`config.mk`:
```
export PLATFORM = sky130hd
export DESIGN_NAME = helo_scroll_ctrl
export DESIGN_NICKNAME = d
export VERILOG_FILES = /design/src/rtl/helo_pkg.sv /design/src/rtl/helo_tick_gen.sv /design/src/rtl/helo_scroll_ctrl.sv
export SDC_FILE = /design/constraint.sdc
export NUM_CORES = 1
export LEC_CHECK = 0
export BUFFER_PORTS_ARGS = -buffer_cell sky130_fd_sc_hd__buf_2
export CAP_MARGIN = 20
export CORE_MARGIN = 3
export CORE_UTILIZATION = 58
export DETAILED_ROUTE_END_ITERATION = 10
export GPL_TIMING_DRIVEN = 0
export PLACE_DENSITY_LB_ADDON = 0.15
export SLEW_MARGIN = 20
export SYNTH_ARGS = -nofsm -noshare
export SYNTH_HDL_FRONTEND = slang
export SYNTH_SLANG_ARGS = --single-unit
```
`constraint.sdc`:
```
create_clock -name Clock -period 2.9 [get_ports Clock]
set_clock_uncertainty 0.2 [all_clocks]
set_input_delay 0.145 -clock Clock [delete_from_list [all_inputs] [get_ports Clock]]
set_output_delay 0.145 -clock Clock [all_outputs]
set_load 0.05 [all_outputs]
```
`src/rtl/helo_pkg.sv`:
```
// helo_pkg: symbol codes, scroll FSM states and the base HELLO message
package helo_pkg;

    typedef enum logic [2:0] {
        SYM_BLANK = 3'b000,
        SYM_H     = 3'b001,
        SYM_E     = 3'b010,
        SYM_L     = 3'b011,
        SYM_O     = 3'b100
    } sym_e;

    typedef enum logic {
        ST_HOLD = 1'b0,
        ST_RUN  = 1'b1
    } state_e;

    // Displays 7..0 at Pos=0: H E L L O _ _ _
    localparam logic [23:0] BASE_MSG = {SYM_H, SYM_E, SYM_L, SYM_L, SYM_O, SYM_BLANK, SYM_BLANK, SYM_BLANK};

endpackage

```
`src/rtl/helo_tick_gen.sv`:
```
// helo_tick_gen: clear/enable divider producing one terminal-count pulse every TICK_DIV enabled cycles
module helo_tick_gen #(
    parameter int TICK_DIV = 50_000_000
) (
    input  logic Clock,
    input  logic Resetn,
    input  logic en_i,
    output logic tick_o
);

    localparam int W = $clog2(TICK_DIV);
    localparam logic [W-1:0] LAST = W'(TICK_DIV - 1);

    logic [W-1:0] cnt_q, cnt_d;

    // Count while enabled, wrap on terminal count, hold at zero whenever disabled
    always_comb begin
        tick_o = en_i && (cnt_q == LAST);
        cnt_d  = (!en_i || tick_o) ? '0 : cnt_q + 1'b1;
    end

    // Counter register; reset and disable both leave it at zero
    always_ff @(posedge Clock) begin
        if (!Resetn) cnt_q <= '0;
        else         cnt_q <= cnt_d;
    end

endmodule

```
`src/rtl/helo_scroll_ctrl.sv`:
```
// helo_scroll_ctrl: rotates the HELLO message across eight displays, automatically or by single steps
module helo_scroll_ctrl
    import helo_pkg::*;
#(
    parameter int TICK_DIV = 50_000_000
) (
    input  logic        Clock,
    input  logic        Resetn,
    input  logic        Run,
    input  logic        Dir,
    input  logic        Step,
    output logic [23:0] Codes,
    output logic [2:0]  Pos,
    output logic        StepPulse
);

    state_e      state_q, state_d;
    logic        run_en, tick, shift;
    logic [23:0] codes_q, codes_d;
    logic [2:0]  pos_q, pos_d;
    logic        pulse_q;

    helo_tick_gen #(.TICK_DIV(TICK_DIV)) u_tick (
        .Clock (Clock),
        .Resetn(Resetn),
        .en_i  (run_en),
        .tick_o(tick)
    );

    // State register
    always_ff @(posedge Clock) begin
        if (!Resetn) state_q <= ST_HOLD;
        else         state_q <= state_d;
    end

    // Next state simply follows the Run level in both states
    always_comb begin
        state_d = Run ? ST_RUN : ST_HOLD;
    end

    // Counting only continues while staying in RUN, so a falling Run drops the partial count without shifting
    always_comb begin
        run_en = (state_q == ST_RUN) && Run;
        shift  = (state_q == ST_RUN) ? tick : Step;
    end

    // Rotate by one 3-bit field; Dir is only consulted when a shift actually happens
    always_comb begin
        codes_d = shift ? (Dir ? {codes_q[2:0], codes_q[23:3]} : {codes_q[20:0], codes_q[23:21]}) : codes_q;
        pos_d   = shift ? (Dir ? pos_q - 3'd1 : pos_q + 3'd1) : pos_q;
    end

    // Message, offset and shift strobe registers feeding the outputs directly
    always_ff @(posedge Clock) begin
        if (!Resetn) begin
            codes_q <= BASE_MSG;
            pos_q   <= '0;
            pulse_q <= 1'b0;
        end else begin
            codes_q <= codes_d;
            pos_q   <= pos_d;
            pulse_q <= shift;
        end
    end

    assign Codes     = codes_q;
    assign Pos       = pos_q;
    assign StepPulse = pulse_q;

endmodule

```
==> impl_metrics.toml, run 1 <==
[power_and_ir_drop]
seq_power_share_pct = 55.7
switching_share_pct = 28.65
power.clock.fraction_pct = 28.7
power_leakage_nw = 1.202
power_density_mw_per_mm2 = 466.6
internal_power_mw = 1.025
peakVddDrop_mv = 0.2974
p_switching_uw = 411.5
pwr-share-comb_pct = 15.7

[synth]
synth_area_mm2 = 0.002756
synthCells = 302
synth_fp_nets = 309
yosysSeqAreaShare_pct = 39.95
synth_cell_types = 38
syn_area_per_cell_um2 = 9.127
synth-warning-count = 0
synth-seq-cells = 55

[placed_design]
dp.cells = 385
port_buffers = 31
hpwl_um = 3973
place_congestion = 0.7943

[floorplanning]
die_w_um = 74.94
die_y_um = 74.94
core_mm2 = 0.004474
start_util_pct = 61.61
ioPinCount = 33
die_area_mm2 = 0.005615
rows = 24

[sta]
hold_viol_final = 0
setup_viol = 0
worst_pin_slew_ns = 0.6686
rsz0062_at_grt = "false"
slew_violations = 0
period_minus_slack_ns = 2.377
max_slew_margin_pct = 55.43
period_share_pct = 81.97
fmax_mhz = 420.7
fin_tns_setup_ns = 0

[critical_path]
reg2reg_depth = 6
cp_cell_sequence = "ha_1, nand3_2, or4_1, buf_2, or4_1, a21oi_1"
cp.required_ns = 2.93
path_delay_family = "simple AND/OR/NAND/NOR gates"
crit_buf_inv = 1
arrival_ns = 2.41
slowest_delay_ns = 0.53
timing.rr.start = "u_tick.cnt_q[0]$_SDFF_PP0_"
worstSetupPathType = "flop to flop"
r2r-end = "u_tick.cnt_q[18]$_SDFF_PP0_"
slowest_stage = "or4_1"
cp-start-kind = "flop"
regToRegSetupSlack_ns = 0.52
end_kind = "flop"
cp_common_cell = "or4_1"
path_max_fanout = 9

[global_route]
grt_pass1_wl_um = 9232
grt_pass1_vias = 2022
antenna_found_initial = 0
grt_max_degree = 16
grt_use_total_pct = 20.85
globalRoute.totalOverflow = 0

[drt]
drc_errors = 0
finalWirelength_um = 5415
wl_per_cell_um = 13.71
drt_first_pass_iters = 4
drtIter0Drc = 131
via_count = 2195
detail-route-antenna-nets = 0
viasPerCell = 5.557

[clock_network]
htree_num_levels = 2
clk_path_buf_depth = 2
cts_resized = 0
cts_tree = "done"
cts_buffers = 5
insertion_delay_ns = 0.30
root_buffer = "clkbuf_8"
clock_sink_count = 55
clk_pin_slew_ns = 0.10

[finish]
fillers = 375
final_cell_mix = "dfxtp_1 (55), nand2_1 (55), buf_2 (36), mux2i_1 (26), mux2_2 (24)"
diodes = 0
fin_cells = 395
nets = 349
syn2layout_area_growth_pct = 11.67
drive_above_1_share_pct = 23.62

[hold_path]
min_path_type = "primary input to flop"
min_from = "Step"
hold_depth = 4
min_to = "Pos[2]$_SDFFE_PN0P_"

[status]
status = "finished clean"

[job]
cap_violations = 0
[worst max-delay path by stage]
stage                                     startpoint                     endpoint  slack, ns  depth (start not counted)
final                     u_tick.cnt_q[0]$_SDFF_PP0_  u_tick.cnt_q[18]$_SDFF_PP0_       0.52                          6
after global routing      u_tick.cnt_q[0]$_SDFF_PP0_  u_tick.cnt_q[18]$_SDFF_PP0_       0.40                          6
after CTS                 u_tick.cnt_q[0]$_SDFF_PP0_  u_tick.cnt_q[18]$_SDFF_PP0_       0.51                          6
after detailed placement                         Dir          Pos[2]$_SDFFE_PN0P_       0.47                          7
after global placement                           Dir          Pos[2]$_SDFFE_PN0P_       0.52                          7
after floorplan           u_tick.cnt_q[0]$_SDFF_PP0_  u_tick.cnt_q[20]$_SDFF_PP0_       0.71                          6
[what timing repair did]
action                    in CTS  in global routing
setup buffers                  0                  0
hold buffers                   2                  0
hold endpoints to repair       1                  0
[kinds of logic after synthesis]
family                   after synthesis  share of synthesized area, %
adder cells (fa/ha/maj)                2                         1.180
multiplexers                          50                         19.25
flip-flops                            55                         39.95
AO/OA/AOI/OAI                         30                         6.537
buffers and inverters                 26                         4.040
XOR/XNOR                              12                         3.813
AND/OR/NAND/NOR                      127                         25.24
[layout make-up]
type                    count  area (um2)  area share, %
well taps                  52       65.06          2.114
repair buffers             33       175.2          5.691
flip-flops and latches     55        1101          35.77
clock inverters             1       5.005         0.1626
plain buffers              19       85.08          2.764
inverters                   7       26.28         0.8537
multi-input cells         221        1544          50.16
clock buffers               7       76.32          2.480
[cell usage after synthesis (all sizes together)]
library cell	number	area, um2
dfxtp	55	1101
nand2	55	206.5
mux2i	26	260.3
mux2	24	270.3
a21oi	14	77.58
nor2	13	48.80
clkbuf	12	45.04
nand3	11	60.06
or3	10	68.82
nand2b	8	50.05
o21ai	8	40.04
buf	7	40.03
inv	7	26.28
or4	7	56.30
xor2	7	61.31
nand4	6	52.55
o31ai	5	37.54
xnor2	5	43.79
and3	3	18.77
nor2b	3	18.77
or4b	3	30.03
nor3	2	10.01
nor4	2	42.54
a211o	1	8.760
a21o	1	7.510
and2	1	6.260
and4	1	8.760
fa	1	20.02
ha	1	12.51
o2111ai	1	8.760
or2	1	6.260
or4bb	1	11.26
[layer usage]
metal	wire length, um	vias to the layer above	share of wire [%]	GRT usage (%)
met1	2805	1042	52	29.29
met4	34	0	0.63	6.126
met3	142	4	2.6	4.406
met5	0	-	0	0
li1	-	1124	-	-
met2	2432	25	45	32.30
[tightest hold or removal path, stage by stage]
cell       delay, ns
buf_2           0.09
nor2b_1         0.15
nand3_1         0.08
o2111ai_1       0.11
[stage by stage]
| stage | total power, mW | instance area [um2] | util (%) | setup slack (ns) | hold slack, ns |
|---|---|---|---|---|---|
| after floorplan | 0.9923 | 2756 | - | 0.7119 | 0.08935 |
| after global placement | 1.036 | 2977 | 66.53 | 0.5204 | 0.1867 |
| after detailed placement | 1.040 | 2977 | 66.53 | 0.4714 | 0.1950 |
| after CTS | 1.446 | 3078 | 68.79 | 0.5086 | 0.1256 |
| after global routing | 1.496 | 3078 | 68.79 | 0.4046 | 0.1331 |
| final | 1.436 | 3078 | 68.79 | 0.5229 | 0.1409 |
[state kept, by name, summed over array words and instances, names as in the netlist]
name          flops
StepPulse         1
Pos               3
state_q           1
Codes            24
u_tick.cnt_q     26
[power groups by stage]
| stage | Combinational [mW] | Sequential, mW | Clock [mW] |
|---|---|---|---|
| 2_1_floorplan | 0.101 | 0.891 | 0 |
| 3_3_place_gp | 0.220 | 0.817 | 0 |
| 3_5_place_dp | 0.223 | 0.817 | 0 |
| 4_1_cts | 0.226 | 0.799 | 0.421 |
| 5_1_grt | 0.242 | 0.804 | 0.450 |
| 6_report | 0.225 | 0.799 | 0.412 |
Note: power is estimated with default switching activity, not from simulation.
==> run 2: changes to the inputs <==
- CORE_UTILIZATION: 58 -> 52
- clock period: 2.9 -> 2.05 ns (I/O delays scaled with it)
==> run 2 against run 1 <==
Compared with the run above: the run now ends with setup timing left; core utilization up 1.9 points; final area rose by 13%; combinational power increased by 55%; clock power grew 47%; critical path type unchanged.
==> impl_metrics.toml, run 2 (synthesis results as in run 1) <==
[global_route]
grt_pass1_vias = 2101
grt_max_degree = 16
antenna_found_initial = 0
grt_use_total_pct = 19.60
grt_pass1_wl_um = 10020
globalRoute.totalOverflow = 0

[clock_network]
insertion_delay_ns = 0.30
cts_buffers = 5
clk_pin_slew_ns = 0.10
clock_sink_count = 55
cts_tree = "done"
root_buffer = "clkbuf_8"
htree_num_levels = 2
clk_path_buf_depth = 2

[critical_path]
path_max_fanout = 6
timing.rr.start = "u_tick.cnt_q[11]$_SDFF_PP0_"
crit_buf_inv = 2
worstSetupEndpoint = "Codes[22]$_SDFFE_PN0P_"
end_kind = "flop"
arrival_ns = 2.14
r2r-end = "Codes[22]$_SDFFE_PN0P_"
cp_cell_sequence = "or4b_4, nor4_4, buf_4, a21oi_4, buf_8, mux2i_1"
reg2reg_depth = 6
worstSetupPathType = "flop to flop"
cp.required_ns = 2.07
path_delay_family = "simple AND/OR/NAND/NOR gates"
cp.depth = 6
slowest_stage = "or4b_4"
slowest_delay_ns = 0.54
crit_start = "u_tick.cnt_q[11]$_SDFF_PP0_"
regToRegSetupSlack_ns = -0.07
cp-start-kind = "flop"

[sta]
max_slew_margin_pct = 62.78
slew_violations = 0
hold_viol_final = 0
fmax_mhz = 472.1
fin_ws_ns = -0.06829
period_minus_slack_ns = 2.118
rsz0062_at_grt = "true"
period_share_pct = 103.3
whs_ns = 0.1416
worst_pin_slew_ns = 0.5583
setup_viol = 26
fin_tns_setup_ns = -1.328

[status]
status = "finished, violations left"
violations = "setup timing"

[power_and_ir_drop]
peakVddDrop_mv = 0.4419
power_leakage_nw = 1.362
power_density_mw_per_mm2 = 595.8

[floorplanning]
ioPinCount = 33
die_area_mm2 = 0.006210
rows = 25
die_w_um = 78.81
die_y_um = 78.81
core_mm2 = 0.004911
start_util_pct = 56.13

[drt]
drc_errors = 0
via_count = 2342
drt_first_pass_iters = 4
detail-route-antenna-nets = 0
drtIter0Drc = 136
viasPerCell = 5.511
finalWirelength_um = 6313
wl_per_cell_um = 14.85

[hold_path]
min_from = "Step"
hold_depth = 4
min_path_type = "primary input to flop"

[placed_design]
port_buffers = 31
hpwl_um = 3955
pre_cts_ws_ns = -0.2683
place_congestion = 0.8060

[finish]
diodes = 0
final_cell_mix = "nand2_1 (55), dfxtp_1 (34), buf_2 (31), mux2i_1 (26), mux2_2 (24)"
largest_reg_flops = 26
nets = 365
top_register = "u_tick.cnt_q"
syn2layout_area_growth_pct = 25.92
fillers = 386
final_common_cell = "nand2_1"
drive_above_1_share_pct = 37.99

[job]
cap_violations = 0
run 2: power by group:
group | total (mW) | internal (mW) | switching, mW
clock | 0.604 | 0.266 | 0.337
combinational | 0.348 | 0.126 | 0.222
sequential | 1.12 | 1.09 | 0.0302
run 2: tightest hold or removal path: cells and delay by family:
kind,cells,cell delay (ns)
compound gates,1,0.11
buf+inv,1,0.09
simple gates,2,0.28
run 2: cell type report:
| class | count | area (um2) | area share, % |
|---|---|---|---|
| Timing Repair Buffer | 51 | 352.8 | 10.17 |
| Buffer | 15 | 106.4 | 3.064 |
| Multi-Input combinational cell | 223 | 1657 | 47.73 |
| Clock buffer | 6 | 82.58 | 2.379 |
| Clock inverter | 1 | 5.005 | 0.1442 |
| Sequential cell | 55 | 1157 | 33.35 |
| Inverter | 7 | 26.28 | 0.7570 |
| Tap cell | 67 | 83.83 | 2.415 |
run 2: per-layer routing:
metal	track usage [%]	vias to the layer above	share of wire, %
met5	0	-	0
met2	30.90	43	46
met1	27.78	1131	50
li1	-	1166	-
met4	4.720	0	0.35
met3	3.515	2	3.5
run 2: metrics by stage:
| stage | area [um2] | power [mW] | instances | util [%] |
|---|---|---|---|---|
| after floorplan | 2773 | 1.404 | 302 | - |
| after global placement | 3012 | 1.468 | 400 | 61.32 |
| after detailed placement | 3012 | 1.473 | 400 | 61.32 |
| after CTS | 3331 | 2.090 | 418 | 67.82 |
| after global routing | 3471 | 2.147 | 425 | 70.68 |
| final | 3471 | 2.068 | 425 | 70.68 |
run 2: what timing repair did:
action                                  4_1_cts  5_1_grt
pin swaps                                     9       11
endpoints found under the setup margin       53       53
hold endpoints to repair                      1        0
buffers inserted                              9        7
cloned                                        2        2
hold buffers                                  2        0
gates resized for setup                      42       22
run 2: worst min path at each step:
stage | endpoint | slack, ns
after floorplan | state_q$_SDFF_PN0_ | 0.05
after global placement | state_q$_SDFF_PN0_ | 0.15
after detailed placement | state_q$_SDFF_PN0_ | 0.15
after CTS | Pos[2]$_SDFFE_PN0P_ | 0.13
after global routing | Pos[2]$_SDFFE_PN0P_ | 0.15
final | Pos[2]$_SDFFE_PN0P_ | 0.14
==> run 3: changes to the inputs <==
- CTS_CLUSTER_SIZE: unset -> 24
- clock period: 2.05 -> 1.76 ns (I/O delays scaled with it)
==> run 3 against run 2 <==
Compared with the run above: the run still ends with setup timing left; power grew 21%; worst hold slack gained 0.044 ns; final area grew 4.1%; sequential share of layout area shrank 1.8 points; global-route usage grew 2.4 points; maximum frequency grew 1.2%; critical path depth grew 1; sequential cell count is the same; sequential power grew 17%; first-iteration DRC count shrank 35%.
==> impl_metrics.toml, run 3 (synthesis results as in run 1) <==
[global_route]
grt_pass1_wl_um = 10850
globalRoute.totalOverflow = 0
antenna_found_initial = 0
grt_pass1_vias = 2272
grt_use_total_pct = 21.97
grt_max_degree = 16

[power_and_ir_drop]
internal_power_mw = 1.794
p_switching_uw = 714.8
power_density_mw_per_mm2 = 694.2
switching_share_pct = 28.50
seq_power_share_pct = 52.3
peakVddDrop_mv = 0.4736
power_leakage_nw = 1.433
power.clock.fraction_pct = 30.8
pwr-share-comb_pct = 16.9

[finish]
final_cell_mix = "nand2_1 (55), dfxtp_1 (34), buf_2 (31), mux2i_1 (26), mux2_2 (24)"
diodes = 0
fin_cells = 435
final_common_cell = "nand2_1"
fin_util_pct = 73.58
top_register = "u_tick.cnt_q"
syn2layout_area_growth_pct = 31.09
largest_reg_flops = 26
fillers = 355
drive_above_1_share_pct = 42.12
fin_area_mm2 = 0.003613
nets = 374

[clock_network]
root_buffer = "clkbuf_8"
cts_buffers = 5
clock_sink_count = 55
insertion_delay_ns = 0.31
htree_num_levels = 2
cts_tree = "done"
clk_pin_slew_ns = 0.10
clk_path_buf_depth = 2

[placed_design]
dp.cells = 400
port_buffers = 31
place_area_mm2 = 0.003114
hpwl_um = 4097
place_congestion = 0.8159

[drt]
drt_first_pass_iters = 4
drtIter0Drc = 89
finalWirelength_um = 6812
detail-route-antenna-nets = 0
drc_errors = 0
viasPerCell = 5.547
wl_per_cell_um = 15.66
via_count = 2413

[floorplanning]
ioPinCount = 33
rows = 25
die_area_mm2 = 0.006210
start_util_pct = 56.13
die_y_um = 78.81
die_w_um = 78.81
core_mm2 = 0.004911

[sta]
fin_ws_ns = -0.3335
fmax_mhz = 477.7
hold_viol_final = 0
period_minus_slack_ns = 2.093
period_share_pct = 118.9
setup_viol = 54
worst_pin_slew_ns = 0.5977
slew_violations = 0
rsz0062_at_grt = "true"
max_slew_margin_pct = 60.15

[critical_path]
reg2reg_depth = 7
cp.required_ns = 1.76
cp.depth = 7
slowest_delay_ns = 0.54
regToRegSetupSlack_ns = -0.33
cp_cell_sequence = "or4b_4, nor4_4, buf_4, a21o_1, buf_6, clkbuf_16, a21oi_1"
crit_buf_inv = 3
path_max_fanout = 6
slowest_stage = "or4b_4"
cp-start-kind = "flop"
worstSetupPathType = "flop to flop"
path_delay_family = "simple AND/OR/NAND/NOR gates"
arrival_ns = 2.09
end_kind = "flop"

[hold_path]
min_path_type = "primary input to flop"
hold_depth = 4

[status]
violations = "setup timing"
status = "finished, violations left"

[job]
cap_violations = 0
-- run 3: changes by cell type in the layout (fill, tap and decap cells not counted), sizes merged --
cell    delta
or4b       -1
clkbuf     +5
clkinv     -1
buf        +7
-- run 3: per-stage QoR --
step           setup WS (ns)  total power [mW]  setup TNS, ns  hold slack (ns)
2_1_floorplan        -0.2589             1.643         -12.37          0.03235
3_3_place_gp         -0.3927             1.719         -19.18           0.1545
3_5_place_dp         -0.4081             1.728         -20.13           0.1660
4_1_cts              -0.2967             2.489         -13.96           0.1336
5_1_grt              -0.4009             2.595         -19.28           0.1832
6_report             -0.3335             2.508         -16.02           0.1854
-- run 3: worst paths after layout --
kind,start,endpoint
worst max-delay path,u_tick.cnt_q[16]$_SDFF_PP0_,u_tick.cnt_q[20]$_SDFF_PP0_
worst min-delay path,Step,Pos[2]$_SDFFE_PN0P_
worst max register to register,u_tick.cnt_q[16]$_SDFF_PP0_,u_tick.cnt_q[20]$_SDFF_PP0_
worst min register to register,Pos[0]$_SDFFE_PN0P_,Pos[0]$_SDFFE_PN0P_
-- run 3: power by group through the flow --
stage          Sequential (mW)  Clock [mW]  Combinational [mW]
2_1_floorplan             1.47           0               0.174
3_3_place_gp              1.35           0               0.373
3_5_place_dp              1.35           0               0.380
4_1_cts                   1.31       0.781               0.397
5_1_grt                   1.32       0.827               0.451
6_report                  1.31       0.772               0.425
-- run 3: layout make-up --
| cell class | count | area [um2] | area share (%) |
|---|---|---|---|
| buffer | 17 | 131.4 | 3.636 |
| clock buffer | 8 | 100.1 | 2.770 |
| inverter | 7 | 26.28 | 0.7271 |
| multi-input combinational | 222 | 1678 | 46.43 |
| sequential | 55 | 1140 | 31.54 |
| tap | 67 | 83.83 | 2.320 |
| timing repair buffer | 59 | 454.2 | 12.57 |
-- run 3: repair_timing --
item,CTS,global route
setup endpoints to repair,54,54
hold buffers,2,0
cloned,3,3
setup buffers,20,2
hold endpoints to repair,1,0
gates resized for setup,30,13
pin swaps,16,2
-- run 3: layer usage --
metal	wire, um	up-vias	global-route usage [%]	part of all wire, %
met4	28	0	5.594	0.41
met2	3257	49	36.59	48
li1	-	1191	-	-
met5	0	-	0	0
met3	322	2	4.875	4.7
met1	3204	1171	28.79	47
-- run 3: worst min-delay path: stages --
cell	delay, ns
buf_2	0.11
nor2b_1	0.20
nand3_1	0.12
o2111ai_2	0.13
